## config.mk

```make
export PLATFORM = sky130hd
export DESIGN_NAME = pipe_control_unit
export DESIGN_NICKNAME = d
export VERILOG_FILES = /design/src/rtl/pipe_ctrl_pkg.sv /design/src/rtl/pipe_control_unit_ctrl_decode.sv /design/src/rtl/pipe_control_unit.sv
export SDC_FILE = /design/constraint.sdc
export NUM_CORES = 1
export LEC_CHECK = 0
export ABC_AREA = 1
export ABC_CLOCK_PERIOD_IN_PS = 1300
export CORE_AREA = 2 2 64 48
export DETAILED_ROUTE_END_ITERATION = 7
export DIE_AREA = 0 0 66 50
export GPL_TIMING_DRIVEN = 0
export PLACE_DENSITY = 0.71
export SYNTH_ARGS = -nofsm -noshare
export SYNTH_HDL_FRONTEND = slang
export SYNTH_SLANG_ARGS = --single-unit
```

## constraint.sdc

```tcl
create_clock -name clk -period 1.3 [get_ports clk]
set_input_delay 0.26 -clock clk [delete_from_list [all_inputs] [get_ports clk]]
set_output_delay 0.26 -clock clk [all_outputs]
set_load 0.02 [all_outputs]
```

## src/rtl/pipe_ctrl_pkg.sv

```systemverilog
// Shared opcode constants, ALUOp encodings and the per-stage control bundle
// types of the pipelined MIPS control unit.
package pipe_ctrl_pkg;

    localparam int OPC_BITS   = 6;
    localparam int ALUOP_BITS = 2;

    localparam logic [OPC_BITS-1:0] OP_R    = 6'd0;
    localparam logic [OPC_BITS-1:0] OP_J    = 6'd2;
    localparam logic [OPC_BITS-1:0] OP_BEQ  = 6'd4;
    localparam logic [OPC_BITS-1:0] OP_BNE  = 6'd5;
    localparam logic [OPC_BITS-1:0] OP_ADDI = 6'd8;
    localparam logic [OPC_BITS-1:0] OP_ORI  = 6'd13;
    localparam logic [OPC_BITS-1:0] OP_LW   = 6'd35;
    localparam logic [OPC_BITS-1:0] OP_SW   = 6'd43;

    localparam logic [ALUOP_BITS-1:0] ALU_ADD   = 2'b00;
    localparam logic [ALUOP_BITS-1:0] ALU_SUB   = 2'b01;
    localparam logic [ALUOP_BITS-1:0] ALU_FUNCT = 2'b10;
    localparam logic [ALUOP_BITS-1:0] ALU_OR    = 2'b11;

    typedef struct packed {
        logic                  reg_dst;
        logic                  alu_src;
        logic                  ori;
        logic [ALUOP_BITS-1:0] alu_op;
    } ex_ctrl_t;

    typedef struct packed {
        logic mem_read;
        logic mem_write;
        logic branch;
        logic bne;
    } mem_ctrl_t;

    typedef struct packed {
        logic reg_write;
        logic mem_to_reg;
    } wb_ctrl_t;

    localparam ex_ctrl_t  EX_ZERO  = '0;
    localparam mem_ctrl_t MEM_ZERO = '0;
    localparam wb_ctrl_t  WB_ZERO  = '0;

endpackage

```

## src/rtl/pipe_control_unit_ctrl_decode.sv

```systemverilog
// Purely combinational ID-stage decode: opcode to EX/MEM/WB bundle, jump and
// illegal flags, and which source registers the instruction reads.
module ctrl_decode
    import pipe_ctrl_pkg::*;
#(
    parameter int OPCODE_W = 6
) (
    input  logic [OPCODE_W-1:0] i_opcode,
    output ex_ctrl_t            o_ex,
    output mem_ctrl_t           o_mem,
    output wb_ctrl_t            o_wb,
    output logic                o_jump,
    output logic                o_illegal,
    output logic                o_reads_rs,
    output logic                o_reads_rt
);

    always_comb begin
        o_ex       = EX_ZERO;
        o_mem      = MEM_ZERO;
        o_wb       = WB_ZERO;
        o_jump     = 1'b0;
        o_illegal  = 1'b0;
        o_reads_rt = 1'b0;
        case (i_opcode)
            OPCODE_W'(OP_R): begin
                o_ex.reg_dst    = 1'b1;
                o_ex.alu_op     = ALU_FUNCT;
                o_wb.reg_write  = 1'b1;
                o_reads_rt      = 1'b1;
            end
            OPCODE_W'(OP_ADDI): begin
                o_ex.alu_src    = 1'b1;
                o_ex.alu_op     = ALU_ADD;
                o_wb.reg_write  = 1'b1;
            end
            OPCODE_W'(OP_ORI): begin
                o_ex.alu_src    = 1'b1;
                o_ex.ori        = 1'b1;
                o_ex.alu_op     = ALU_OR;
                o_wb.reg_write  = 1'b1;
            end
            OPCODE_W'(OP_LW): begin
                o_ex.alu_src    = 1'b1;
                o_ex.alu_op     = ALU_ADD;
                o_mem.mem_read  = 1'b1;
                o_wb.mem_to_reg = 1'b1;
                o_wb.reg_write  = 1'b1;
            end
            OPCODE_W'(OP_SW): begin
                o_ex.alu_src    = 1'b1;
                o_ex.alu_op     = ALU_ADD;
                o_mem.mem_write = 1'b1;
                o_reads_rt      = 1'b1;
            end
            OPCODE_W'(OP_BEQ): begin
                o_mem.branch    = 1'b1;
                o_ex.alu_op     = ALU_SUB;
                o_reads_rt      = 1'b1;
            end
            OPCODE_W'(OP_BNE): begin
                o_mem.bne       = 1'b1;
                o_ex.alu_op     = ALU_SUB;
                o_reads_rt      = 1'b1;
            end
            OPCODE_W'(OP_J): begin
                o_jump          = 1'b1;
            end
            default: begin
                o_illegal       = 1'b1;
            end
        endcase
        // Every instruction except J reads rs, illegal ones included.
        o_reads_rs = ~o_jump;
    end

endmodule

```

## src/rtl/pipe_control_unit.sv

```systemverilog
// Pipelined MIPS control unit: ID decode, ID/EX-EX/MEM-MEM/WB control registers,
// load-use stall and jump/branch flush. Optional sticky trap via ILLEGAL_TRAP_EN.
module pipe_control_unit
    import pipe_ctrl_pkg::*;
#(
    parameter int OPCODE_W = 6,
    parameter int REG_W    = 5,
    parameter int ALUOP_W  = 2
) (
    input  logic                clk,
    input  logic                rst,
    input  logic [OPCODE_W-1:0] id_opcode,
    input  logic [REG_W-1:0]    id_rs,
    input  logic [REG_W-1:0]    id_rt,
    input  logic                branch_taken,
    output logic                pc_write,
    output logic                ifid_write,
    output logic                ifid_flush,
    output logic                id_jump,
    output logic                ex_reg_dst,
    output logic                ex_alu_src,
    output logic                ex_ori,
    output logic [ALUOP_W-1:0]  ex_alu_op,
    output logic                mem_read,
    output logic                mem_write,
    output logic                mem_branch,
    output logic                mem_bne,
    output logic                wb_reg_write,
    output logic                wb_mem_to_reg,
    output logic                illegal_op
`ifdef ILLEGAL_TRAP_EN
    ,
    output logic                trap_flag,
    output logic [OPCODE_W-1:0] trap_opcode
`endif
);

    ex_ctrl_t   w_dec_ex;
    mem_ctrl_t  w_dec_mem;
    wb_ctrl_t   w_dec_wb;
    logic       w_jump;
    logic       w_illegal;
    logic       w_reads_rs;
    logic       w_reads_rt;
    logic       w_hazard;
    logic       w_bubble;

    ex_ctrl_t   r_idex_ex;
    mem_ctrl_t  r_idex_mem;
    wb_ctrl_t   r_idex_wb;
    logic [REG_W-1:0] r_idex_rt;
    mem_ctrl_t  r_exmem_mem;
    wb_ctrl_t   r_exmem_wb;
    wb_ctrl_t   r_memwb_wb;

    ctrl_decode #(.OPCODE_W(OPCODE_W)) u_decode (
        .i_opcode   (id_opcode),
        .o_ex       (w_dec_ex),
        .o_mem      (w_dec_mem),
        .o_wb       (w_dec_wb),
        .o_jump     (w_jump),
        .o_illegal  (w_illegal),
        .o_reads_rs (w_reads_rs),
        .o_reads_rt (w_reads_rt)
    );

    assign w_hazard = r_idex_mem.mem_read && (r_idex_rt != '0) &&
                      ((w_reads_rs && (id_rs == r_idex_rt)) ||
                       (w_reads_rt && (id_rt == r_idex_rt)));
    assign w_bubble = branch_taken || w_hazard;

    // A taken branch overrides the stall; reset masks every ID-side strobe.
    assign pc_write   = rst || branch_taken || !w_hazard;
    assign ifid_write = pc_write;
    assign ifid_flush = !rst && (branch_taken || (w_jump && !w_hazard));
    assign id_jump    = !rst && w_jump;
    assign illegal_op = !rst && w_illegal && !w_bubble;

    always_ff @(posedge clk) begin
        if (rst) begin
            r_idex_ex   <= EX_ZERO;
            r_idex_mem  <= MEM_ZERO;
            r_idex_wb   <= WB_ZERO;
            r_idex_rt   <= '0;
            r_exmem_mem <= MEM_ZERO;
            r_exmem_wb  <= WB_ZERO;
            r_memwb_wb  <= WB_ZERO;
        end else begin
            if (w_bubble) begin
                r_idex_ex  <= EX_ZERO;
                r_idex_mem <= MEM_ZERO;
                r_idex_wb  <= WB_ZERO;
                r_idex_rt  <= '0;
            end else begin
                r_idex_ex  <= w_dec_ex;
                r_idex_mem <= w_dec_mem;
                r_idex_wb  <= w_dec_wb;
                r_idex_rt  <= id_rt;
            end
            if (branch_taken) begin
                r_exmem_mem <= MEM_ZERO;
                r_exmem_wb  <= WB_ZERO;
            end else begin
                r_exmem_mem <= r_idex_mem;
                r_exmem_wb  <= r_idex_wb;
            end
            r_memwb_wb <= r_exmem_wb;
        end
    end

    assign ex_reg_dst    = r_idex_ex.reg_dst;
    assign ex_alu_src    = r_idex_ex.alu_src;
    assign ex_ori        = r_idex_ex.ori;
    assign ex_alu_op     = ALUOP_W'(r_idex_ex.alu_op);
    assign mem_read      = r_exmem_mem.mem_read;
    assign mem_write     = r_exmem_mem.mem_write;
    assign mem_branch    = r_exmem_mem.branch;
    assign mem_bne       = r_exmem_mem.bne;
    assign wb_reg_write  = r_memwb_wb.reg_write;
    assign wb_mem_to_reg = r_memwb_wb.mem_to_reg;

`ifdef ILLEGAL_TRAP_EN
    logic                r_trap_flag;
    logic [OPCODE_W-1:0] r_trap_opcode;

    // First reported illegal opcode wins; the flag stays until reset.
    always_ff @(posedge clk) begin
        if (rst) begin
            r_trap_flag   <= 1'b0;
            r_trap_opcode <= '0;
        end else if (illegal_op && !r_trap_flag) begin
            r_trap_flag   <= 1'b1;
            r_trap_opcode <= id_opcode;
        end
    end

    assign trap_flag   = r_trap_flag;
    assign trap_opcode = r_trap_opcode;
`endif

endmodule

```

After elaboration in Yosys (flattened, before gate mapping) --
Cells that the tools add are included.
Storage, ports and cells: bits in registers 22, bits of input ports 19, output and inout port bits 16, word-level logic and storage cells 65
Cells by class: equality and inequality tests 9, mux-type cells 12, bitwise logic cells 1, reduce and logical (&&, ||, !) cells 26
Operators with widths (number):
- $eq 6x3->1 const B | 2
- $eq 6x4->1 const B | 2
- $eq 6x6->1 const B | 2
- $reduce_or 4->1 | 3
- $mux 1 | 11
- $eq 5x5->1 | 2
- $logic_and 1x1->1 | 9
- $reduce_or 8->1 | 1
- $eq 6x2->1 const B | 1
- $logic_not 6->1 | 1
- $pmux 2 s3 | 1
- $reduce_or 2->1 | 3
- $logic_or 1x1->1 | 5
- $reduce_bool 5->1 | 1
- $logic_not 1->1 | 3
- $not 1->1 | 1

Logic depth before layout (Yosys ltp) --
Gate-level depths: netlist (run 1).
word-level depth 10, mapped depth 12, mapped depth without buffers 11

Cells and area by module --
From an unflattened synthesis (run 1), not the netlist that was laid out.
Second synthesis, totals: cell total of the unflattened synthesis 183, area, all modules 1171.1 µm²
Modules (own cells, without submodules):
- pipe_control_unit | times used 1, cells an instance 139, area each 945.9 µm², seq. area each 480.5 µm²
- ctrl_decode | times used 1, cells an instance 44, area each 225.2 µm², seq. area each 0.0 µm²

Least setup slack after synthesis (run 1) --
Ideal clock, no wire load.
path type in2out, start point input id_opcode[5], end point output pc_write, arrival time 1265 ps, data required time 1040 ps, path slack -225 ps, stages 7, buffers on the path 1, cells stage by stage nor2_2 > nand3_1 > nand3_1 > nand3_1 > nand2_2 > nand3_1 > buf_4
Between the ends: word-level cells in the longest chain between the ends 8, elaborated cells on any way between the ends 15, classes of those cells eq/ne (4); mux (2); bitwise (1); reduce/logical (8)
RTL lines:
- from (decl) | RTL line pipe_control_unit.sv:12 | input logic [OPCODE_W-1:0] id_opcode,
- $eq 6x6->1, or another cell as far along | RTL line pipe_control_unit_ctrl_decode.sv:25 | case (i_opcode)
- $reduce_or 4->1 (no line) / $mux 1 (equally long branches)
- $mux 1 / $not 1->1 (equally long branches) | RTL line pipe_control_unit_ctrl_decode.sv:25, pipe_control_unit_ctrl_decode.sv:74
- $logic_and 1x1->1 (on tied branches) | RTL line pipe_control_unit.sv:69, pipe_control_unit.sv:68
- $logic_or 1x1->1 (*) | RTL line pipe_control_unit.sv:68 | ((w_reads_rs && (id_rs == r_idex_rt)) ||
- $logic_and 1x1->1 (*) | RTL line pipe_control_unit.sv:67 | assign w_hazard = r_idex_mem.mem_read && (r_idex_rt != '0) &&
- $logic_not 1->1 (*) | RTL line pipe_control_unit.sv:73 | assign pc_write = rst || branch_taken || !w_hazard;
- $logic_or 1x1->1 (*) | RTL line pipe_control_unit.sv:73
- to (decl) | RTL line pipe_control_unit.sv:16 | output logic pc_write,
Every way passes the cells marked *; elsewhere a longest branch is shown, timed or not.

Final worst setup path (run 1) --
start point register r_idex_rt[3], end point output illegal_op
Between the ends: word-level cells in the longest chain between the ends 7, elaborated cells on any way between the ends 11, classes of those cells eq/ne (2); reduce/logical (9)
RTL lines:
- from (decl) | RTL line pipe_control_unit.sv:51 | logic [REG_W-1:0] r_idex_rt;
- from (signal assigned) | RTL line pipe_control_unit.sv:98 | r_idex_rt <= id_rt;
- $eq 5x5->1 (on tied branches) | RTL line pipe_control_unit.sv:68, pipe_control_unit.sv:69
- $logic_and 1x1->1 (on tied branches) | RTL line pipe_control_unit.sv:68, pipe_control_unit.sv:69
- $logic_or 1x1->1 | RTL line pipe_control_unit.sv:68
- $logic_and 1x1->1 (*) | RTL line pipe_control_unit.sv:67
- $logic_or 1x1->1 (*) | RTL line pipe_control_unit.sv:70 | assign w_bubble = branch_taken || w_hazard;
- $logic_not 1->1 (*) | RTL line pipe_control_unit.sv:77 | assign illegal_op = !rst && w_illegal && !w_bubble;
- $logic_and 1x1->1 (*) | RTL line pipe_control_unit.sv:77
- to (decl) | RTL line pipe_control_unit.sv:30 | output logic illegal_op
Marked as above.

==> parameters.txt, run 1 <==
Parameter                              Value

Run status
  Status ... finished with violations
  Violations in the final reports ... negative setup slack

Global routing
  Global-route total usage across every layer ... 19.4%
  Number of antenna violations at the first check in global routing ... 0
  Leftover overflow at the end of global routing ... 0
  Maximum number of pins on one net before global-route repair ... 14
  Number of global-route vias before repair ... 1052
  First-pass GRT wire length ... 4.64 mm

Layout
  Finished Layout Cells ... 225
  Fraction of final layout cells with drive strength greater than 1 ... 41.3%
  Total area of sequential cells ... 449 µm²
  Register with the highest flop count ... r_idex_rt
  Biggest registers after layout ... r_idex_rt: 5 flops, r_idex_mem: 3 flops
  Area occupied by multi-input gates ... 512 µm²
  Antenna fix cells ... 0
  Max reg flops ... 5
  Synthesis-to-layout area growth ... 71.6%
  Post-layout net count ... 209
  Fillcell total ... 231

Logic synthesis
  Flip-flop and latch count after synthesis ... 22
  Top-area cell type share of the netlist area ... 44.1%
  Leading area contributor after synthesis ... sky130_fd_sc_hd__dfxtp_1
  Syn Area/Cell ... 7.56 µm²
  Cell types with the largest area share after synthesis ... sky130_fd_sc_hd__dfxtp_1 44%, sky130_fd_sc_hd__inv_1 10%, sky130_fd_sc_hd__nor2_1 9.8%, sky130_fd_sc_hd__nor2_2 8.8%, sky130_fd_sc_hd__nand2_1 4.9%
  Sequential-to-total area share from yosys stat ... 44.1%
  Synth warnings ... 0
  Netlist area before placement ... 998 µm²
  Number of unique standard cell types used by synthesis ... 19
  Net count after synthesis ... 151
  Gate Count Post-Synth ... 132

Routing
  TritonRoute pass-1 iters ... 4
  Final Routed Wirelength ... 2.76 mm
  Routed len/inst ... 12.3 µm
  Routed vias/inst ... 4.45
  Number of antenna-violating nets in the routed design ... 0
  Starting DRC count in detailed routing ... 19
  Total vias in the final route ... 1001
  Number of design rule violations left after detail routing ... 0

Min path
  Hold Path Cell Cnt ... 2
  Beginning of the worst hold path ... id_opcode[0]
  End of the worst hold path ... r_idex_mem[1]
  Worst hold path class ... input port to flip-flop

Worst setup path
  Cell breakdown of the critical path ... nor4_2, nand2_1, nand2_1, inv_2, nand2_4, nand2_4, buf_12, nor2_4, buf_6
  Data arrival, critical path ... 1580 ps
  Crit path buffers/inverters ... 3
  Depth of the worst register-to-register path ... 14
  Data required time of the worst path ... 1040 ps
  Slowest stage cell on the critical path ... sky130_fd_sc_hd__dfxtp_2
  Kind of end point of the critical path ... output port
  Gate family responsible for the most delay along the worst path ... simple AND/OR/NAND/NOR gates
  Largest stage delay on the critical path ... 350 ps
  Source of the worst register-to-register timing path ... r_idex_rt[0]
  Crit path kind ... flip-flop to output port
  Setup slack of the worst register-to-register path ... -240 ps
  Crit path launch type ... flip-flop
  Maximum fanout along the worst path ... 4
  Capturing point of the worst reg2reg path ... ex_alu_src

CTS
  H-tree Lvls ... 1
  Worst skew pair latency ... 270 ps
  CTS hold repair buffers ... 0
  Root Buffer ... sky130_fd_sc_hd__clkbuf_8
  CTS tree ... yes
  Clock tree sinks ... 22
  CTS Buf Count ... 3
  Max clock buf depth ... 2
  Clock-pin slew of the registers on the worst-case setup and hold paths ... 80 ps

Timing
  Setup slack after layout ... -543 ps
  Tmin final ... 1840 ps
  Final max-slew violation count ... 0
  RSZ-0062 raised after global routing ... yes
  Final setup violation count ... 20
  Slew margin rel. ... 80.1%
  Crit share post-route ... 142%
  Final Hold Vio Count ... 0
  Peak clock frequency supported by timing ... 542 MHz
  Slew @ Worst Pin ... 299 ps
  Worst Clk Skew ... 3.53 ps

Floorplan
  DIE WIDTH ... 66 µm
  Placement Rows ... 16
  Total I/O pin count ... 35
  Die outline area ... 0.00330 mm²
  Effective utilization at floorplan ... 37.2%
  Floorplan Core Area ... 0.00268 mm²
  Die outline height ... 50 µm

Place
  Placed wire-length estimate after detailed placement ... 1.65 mm
  Worst setup slack before clock tree synthesis ... -1400 ps
  Port Buf Inserts ... 34
  Cells after DPL ... 202
  Final RePlAce weighted congestion ... 0.799

Job
  Max Cap Violations ... 0

Power
  Power density over cell area ... 933 mW/mm²
  Cell leakage power ... 0.840 nW
  Max IR drop VDD ... 0.493 mV
==> power by group <==
| part | total [mW] | internal (mW) | switching [mW] |
|---|---|---|---|
| Clock | 0.648 | 0.412 | 0.236 |
| Combinational | 0.259 | 0.135 | 0.124 |
| Sequential | 0.690 | 0.682 | 0.00882 |
| Total | 1.60 | 1.23 | 0.369 |
==> final cells by class <==
| type | instances | share of cell area (%) |
|---|---|---|
| Tap cell | 36 | 2.63 |
| Timing Repair Buffer | 53 | 29.2 |
| Buffer | 2 | 1.83 |
| Clock inverter | 1 | 1.75 |
| Inverter | 27 | 6.06 |
| Sequential cell | 22 | 26.2 |
| Multi-Input combinational cell | 81 | 29.9 |
| Clock buffer | 3 | 2.41 |
==> worst reg2reg max path: cells and delay by family (launching register included) <==
family        cells  cell delay (ps)
buf+inv           5              430
flops             1              360
simple gates      9              650
==> Yosys cell counts (all sizes together) <==
cell type,n
nor4,1
nand2,17
inv,27
nor2,40
xnor2,5
xor2,1
nand4,2
nor3b,1
nand3,10
o21ai,2
a21oi,1
dfxtp,22
o22ai,1
buf,2
==> layer usage <==
| layer | wire length (µm) | vias up | part of all wire [%] | global-route usage, % |
|---|---|---|---|---|
| li1 | - | 507 | - | - |
| met1 | 1070 | 440 | 39 | 19.9 |
| met2 | 1390 | 41 | 50 | 34.7 |
| met3 | 186 | 13 | 6.7 | 5.25 |
| met4 | 117 | 0 | 4.2 | 11.9 |
| met5 | 0 | - | 0 | 0 |
==> repair_timing <==
action	4_1_cts	5_1_grt
cloned	1	0
buffers inserted	18	4
pin swaps	20	8
setup endpoints to repair	31	20
resized for setup	113	12
==> layout by cell type (no fill, tap or decap), types with 2 or more instances in the layout <==
cell,Yosys,layout
sky130_fd_sc_hd__nor2_1,26,22
sky130_fd_sc_hd__nand2_4,2,2
sky130_fd_sc_hd__dfxtp_2,0,4
sky130_fd_sc_hd__nand3_1,8,5
sky130_fd_sc_hd__dfxtp_1,22,17
sky130_fd_sc_hd__inv_1,27,20
sky130_fd_sc_hd__buf_2,0,2
sky130_fd_sc_hd__nand4_1,2,2
sky130_fd_sc_hd__nand2_2,2,2
sky130_fd_sc_hd__buf_4,1,16
sky130_fd_sc_hd__inv_2,0,6
sky130_fd_sc_hd__clkbuf_8,0,3
sky130_fd_sc_hd__nor2_4,0,8
sky130_fd_sc_hd__dlygate4sd2_1,0,21
sky130_fd_sc_hd__nor2_2,14,10
sky130_fd_sc_hd__o21ai_1,0,2
sky130_fd_sc_hd__buf_6,0,8
sky130_fd_sc_hd__nand2_1,13,13
sky130_fd_sc_hd__xnor2_1,5,4
sky130_fd_sc_hd__clkdlybuf4s50_1,0,2
sky130_fd_sc_hd__buf_8,0,4
sky130_fd_sc_hd__nand3_2,2,5
==> logic make-up after synthesis <==
group | Yosys count | share of synthesized area [%]
AND/OR/NAND/NOR | 71 | 35.6
buffers and inverters | 29 | 12.9
flip-flops | 22 | 44.1
XOR/XNOR | 6 | 5.26
AO/OA/AOI/OAI | 4 | 2.13
==> worst max-delay path by stage <==
| stage | cells past startpoint | from | end |
|---|---|---|---|
| floorplan | 8 | r_idex_rt[3] | illegal_op |
| global placement | 12 | id_opcode[2] | illegal_op |
| detailed placement | 12 | id_opcode[2] | illegal_op |
| CTS | 9 | r_idex_rt[1] | illegal_op |
| global route | 9 | r_idex_rt[3] | illegal_op |
| finish | 9 | r_idex_rt[3] | illegal_op |
==> stage by stage <==
step / TNS, ps / area, µm² / hold slack (ps) / util [%] / power [mW]
after floorplan: -258 / 1020 / 331 / - / 0.805
after global placement: -14670 / 1410 / 396 / 52.4 / 0.894
after detailed placement: -15580 / 1410 / 396 / 52.4 / 0.901
after CTS: -4050 / 1690 / 214 / 62.9 / 1.59
after global routing: -5970 / 1710 / 229 / 63.9 / 1.66
final: -4210 / 1710 / 225 / 63.9 / 1.60
No activity file was read; power rests on OpenSTA's default activity.
==> run 2, diff against run 1 <==
- PLACE_DENSITY: 0.71 -> 0.73
- SETUP_SLACK_MARGIN: not set -> 0.02
- SLEW_MARGIN: not set -> 0
==> run 2 against run 1 <==
The flow still finishes with violations (negative setup slack); core utilization fell by 1.6 points; clock skew fell by 1.1 ps; worst setup slack got worse by 23 ps; critical path depth is 4 higher; combinational power is 5% lower; maximum frequency is 1.2% lower; hold slack worse by 10 ps; critical endpoint unchanged.
==> parameters.txt, run 2 (synthesized netlist as in run 1, its figures left out) <==
Parameter                              Value

Run status
  Status ... finished with violations
  Violations in the final reports ... negative setup slack

Timing
  Final setup violation count ... 20
  Crit share post-route ... 144%
  Setup slack after layout ... -566 ps
  RSZ-0062 raised after global routing ... yes
  Final max-slew violation count ... 0
  Tmin final ... 1870 ps
  Slew @ Worst Pin ... 260 ps
  Slew margin rel. ... 82.7%
  Final Hold Vio Count ... 0
  Worst Clk Skew ... 2.41 ps
  Peak clock frequency supported by timing ... 536 MHz

Power
  Clock power share ... 40.9%
  Switching share of power ... 23.3%
  Cell leakage power ... 0.818 nW
  NetSw ... 0.368 mW
  Part of the total power dissipated in sequential elements ... 43.5%
  Power density over cell area ... 947 mW/mm²
  Max IR drop VDD ... 0.700 mV
  Internal ... 1.21 mW
  Proportion of power drawn by combinational gates ... 15.6%

Job
  Max Cap Violations ... 0

Worst setup path
  Depth of the worst register-to-register path ... 14
  Crit path launch type ... flip-flop
  Cell breakdown of the critical path ... inv_2, nand2_1, nand2_1, inv_1, nand2_1, nor2_2, nand3_2, nand2_2, nand2_4, nand2_4, buf_12, nor2_4, buf_6
  Maximum fanout along the worst path ... 3
  Cell seen most often among critical-path stages ... sky130_fd_sc_hd__nand2_1
  Slowest stage cell on the critical path ... sky130_fd_sc_hd__dfxtp_4
  Data arrival, critical path ... 1610 ps
  Data required time of the worst path ... 1040 ps
  Largest stage delay on the critical path ... 370 ps
  Kind of end point of the critical path ... output port
  Crit path kind ... flip-flop to output port

CTS
  H-tree Lvls ... 1
  Clock-pin slew of the registers on the worst-case setup and hold paths ... 80 ps
  CTS Buf Count ... 3
  CTS hold repair buffers ... 0
  Max clock buf depth ... 2
  CTS tree ... yes
  Worst skew pair latency ... 270 ps
  Clock tree sinks ... 22
  Root Buffer ... sky130_fd_sc_hd__clkbuf_8

Routing
  Final Routed Wirelength ... 2.61 mm
  Number of antenna-violating nets in the routed design ... 0
  Routed vias/inst ... 4.38
  Starting DRC count in detailed routing ... 17
  TritonRoute pass-1 iters ... 7
  Detail Route met2 WL ... 1.35 mm
  Total vias in the final route ... 960
  Number of design rule violations left after detail routing ... 0
  DR top layer ... met4
  Met1 Routed Length ... 1.10 mm
  Met3 routed WL ... 119 µm
  Routed len/inst ... 11.9 µm

Place
  Cell area reported after detailed placement ... 0.00141 mm²
  Final RePlAce weighted congestion ... 0.867
  Port Buf Inserts ... 34
  Placed wire-length estimate after detailed placement ... 1.57 mm

Layout
  Synthesis-to-layout area growth ... 67.3%
  Fraction of final layout cells with drive strength greater than 1 ... 40.4%
  Post-layout net count ... 203
  Final instance area ... 0.00167 mm²
  Register with the highest flop count ... r_idex_rt
  Commonest non-fill, non-tap cells in the layout ... 21 x sky130_fd_sc_hd__nor2_1, 21 x sky130_fd_sc_hd__dlygate4sd2_1, 20 x sky130_fd_sc_hd__inv_1
  Antenna fix cells ... 0
  Max reg flops ... 5
  Biggest registers after layout ... r_idex_rt: 5 flops, r_idex_mem: 3 flops
  Core Util, Final ... 62.3%

Floorplan
  Floorplan Core Area ... 0.00268 mm²
  Die outline area ... 0.00330 mm²
  DIE WIDTH ... 66 µm
  Effective utilization at floorplan ... 37.2%
  Die outline height ... 50 µm
  Placement Rows ... 16
  Total I/O pin count ... 35

Min path
  Hold Path Cell Cnt ... 2
  Worst hold path class ... input port to flip-flop

Global routing
  Number of antenna violations at the first check in global routing ... 0
  Leftover overflow at the end of global routing ... 0
  Maximum number of pins on one net before global-route repair ... 14
  First-pass GRT wire length ... 3.64 mm
  Global-route total usage across every layer ... 14.9%
  Number of global-route vias before repair ... 826
==> run 2: cell count changes in the layout (fill, tap and decap cells not counted), moves of 2 or more <==
| cell | delta |
|---|---|
| sky130_fd_sc_hd__buf_4 | -5 |
| sky130_fd_sc_hd__buf_8 | -3 |
| sky130_fd_sc_hd__dfxtp_2 | -3 |
| sky130_fd_sc_hd__buf_2 | +2 |
| sky130_fd_sc_hd__dfxtp_4 | +2 |
==> run 2: timing repair <==
| item | 4_1_cts | 5_1_grt |
|---|---|---|
| setup buffers | 5 | 7 |
| pin swaps | 24 | 9 |
| resized for setup | 94 | 24 |
| cloned | 0 | 1 |
| setup endpoints to repair | 31 | 20 |
==> run 2: layout make-up <==
class                      instances  area, µm²
inverter                          27        101
timing repair buffer              47        437
fill                             216       1010
tap                               36       45.0
multi-input combinational         81        532
sequential                        22        453
clock buffer                       3       41.3
clock inverter                     1       30.0
buffer                             2       31.3
==> run 2: path summary, 6_finish.rpt <==
path,startpoint,end,slack (ps)
setup / recovery,r_idex_rt[0],illegal_op,-570
hold reg to reg,r_idex_mem[2],mem_write,410
hold / removal,id_opcode[0],r_idex_mem[1],210
setup reg to reg,r_idex_rt[0],r_idex_mem[2],-270
==> run 2: metal layers <==
| metal | GRT usage, % | vias to the layer above |
|---|---|---|
| met5 | 0 | - |
| met4 | 8.16 | 0 |
| met3 | 3.42 | 4 |
| met2 | 23.7 | 29 |
| met1 | 18.7 | 430 |
| li1 | - | 497 |
==> run 2: per-stage QoR <==
| step | worst slack [ps] | cells | setup TNS [ps] | hold WS, ps | total power, mW |
|---|---|---|---|---|---|
| global placement | -1360 | 202 | -14710 | 397 | 0.893 |
| global route | -679 | 219 | -6070 | 215 | 1.64 |
| CTS | -525 | 211 | -3050 | 208 | 1.54 |
| finish | -566 | 219 | -4490 | 215 | 1.58 |
| floorplan | -148 | 132 | -258 | 331 | 0.805 |
| detailed placement | -1380 | 202 | -15320 | 402 | 0.898 |
==> run 2: critical path: cells and delay by family, from the launching register on <==
kind                   cells  cell delay, ps
AND/OR/NAND/NOR            9             640
buffers and inverters      4             320
flip-flops                 1             370
==> run 2: power by group through the flow <==
stage          Clock, mW  Sequential, mW  Combinational, mW
2_1_floorplan          0           0.705             0.0997
3_3_place_gp           0           0.705              0.188
3_5_place_dp           0           0.706              0.193
4_1_cts            0.652           0.689              0.195
5_1_grt            0.686           0.689              0.266
6_report           0.647           0.688              0.247
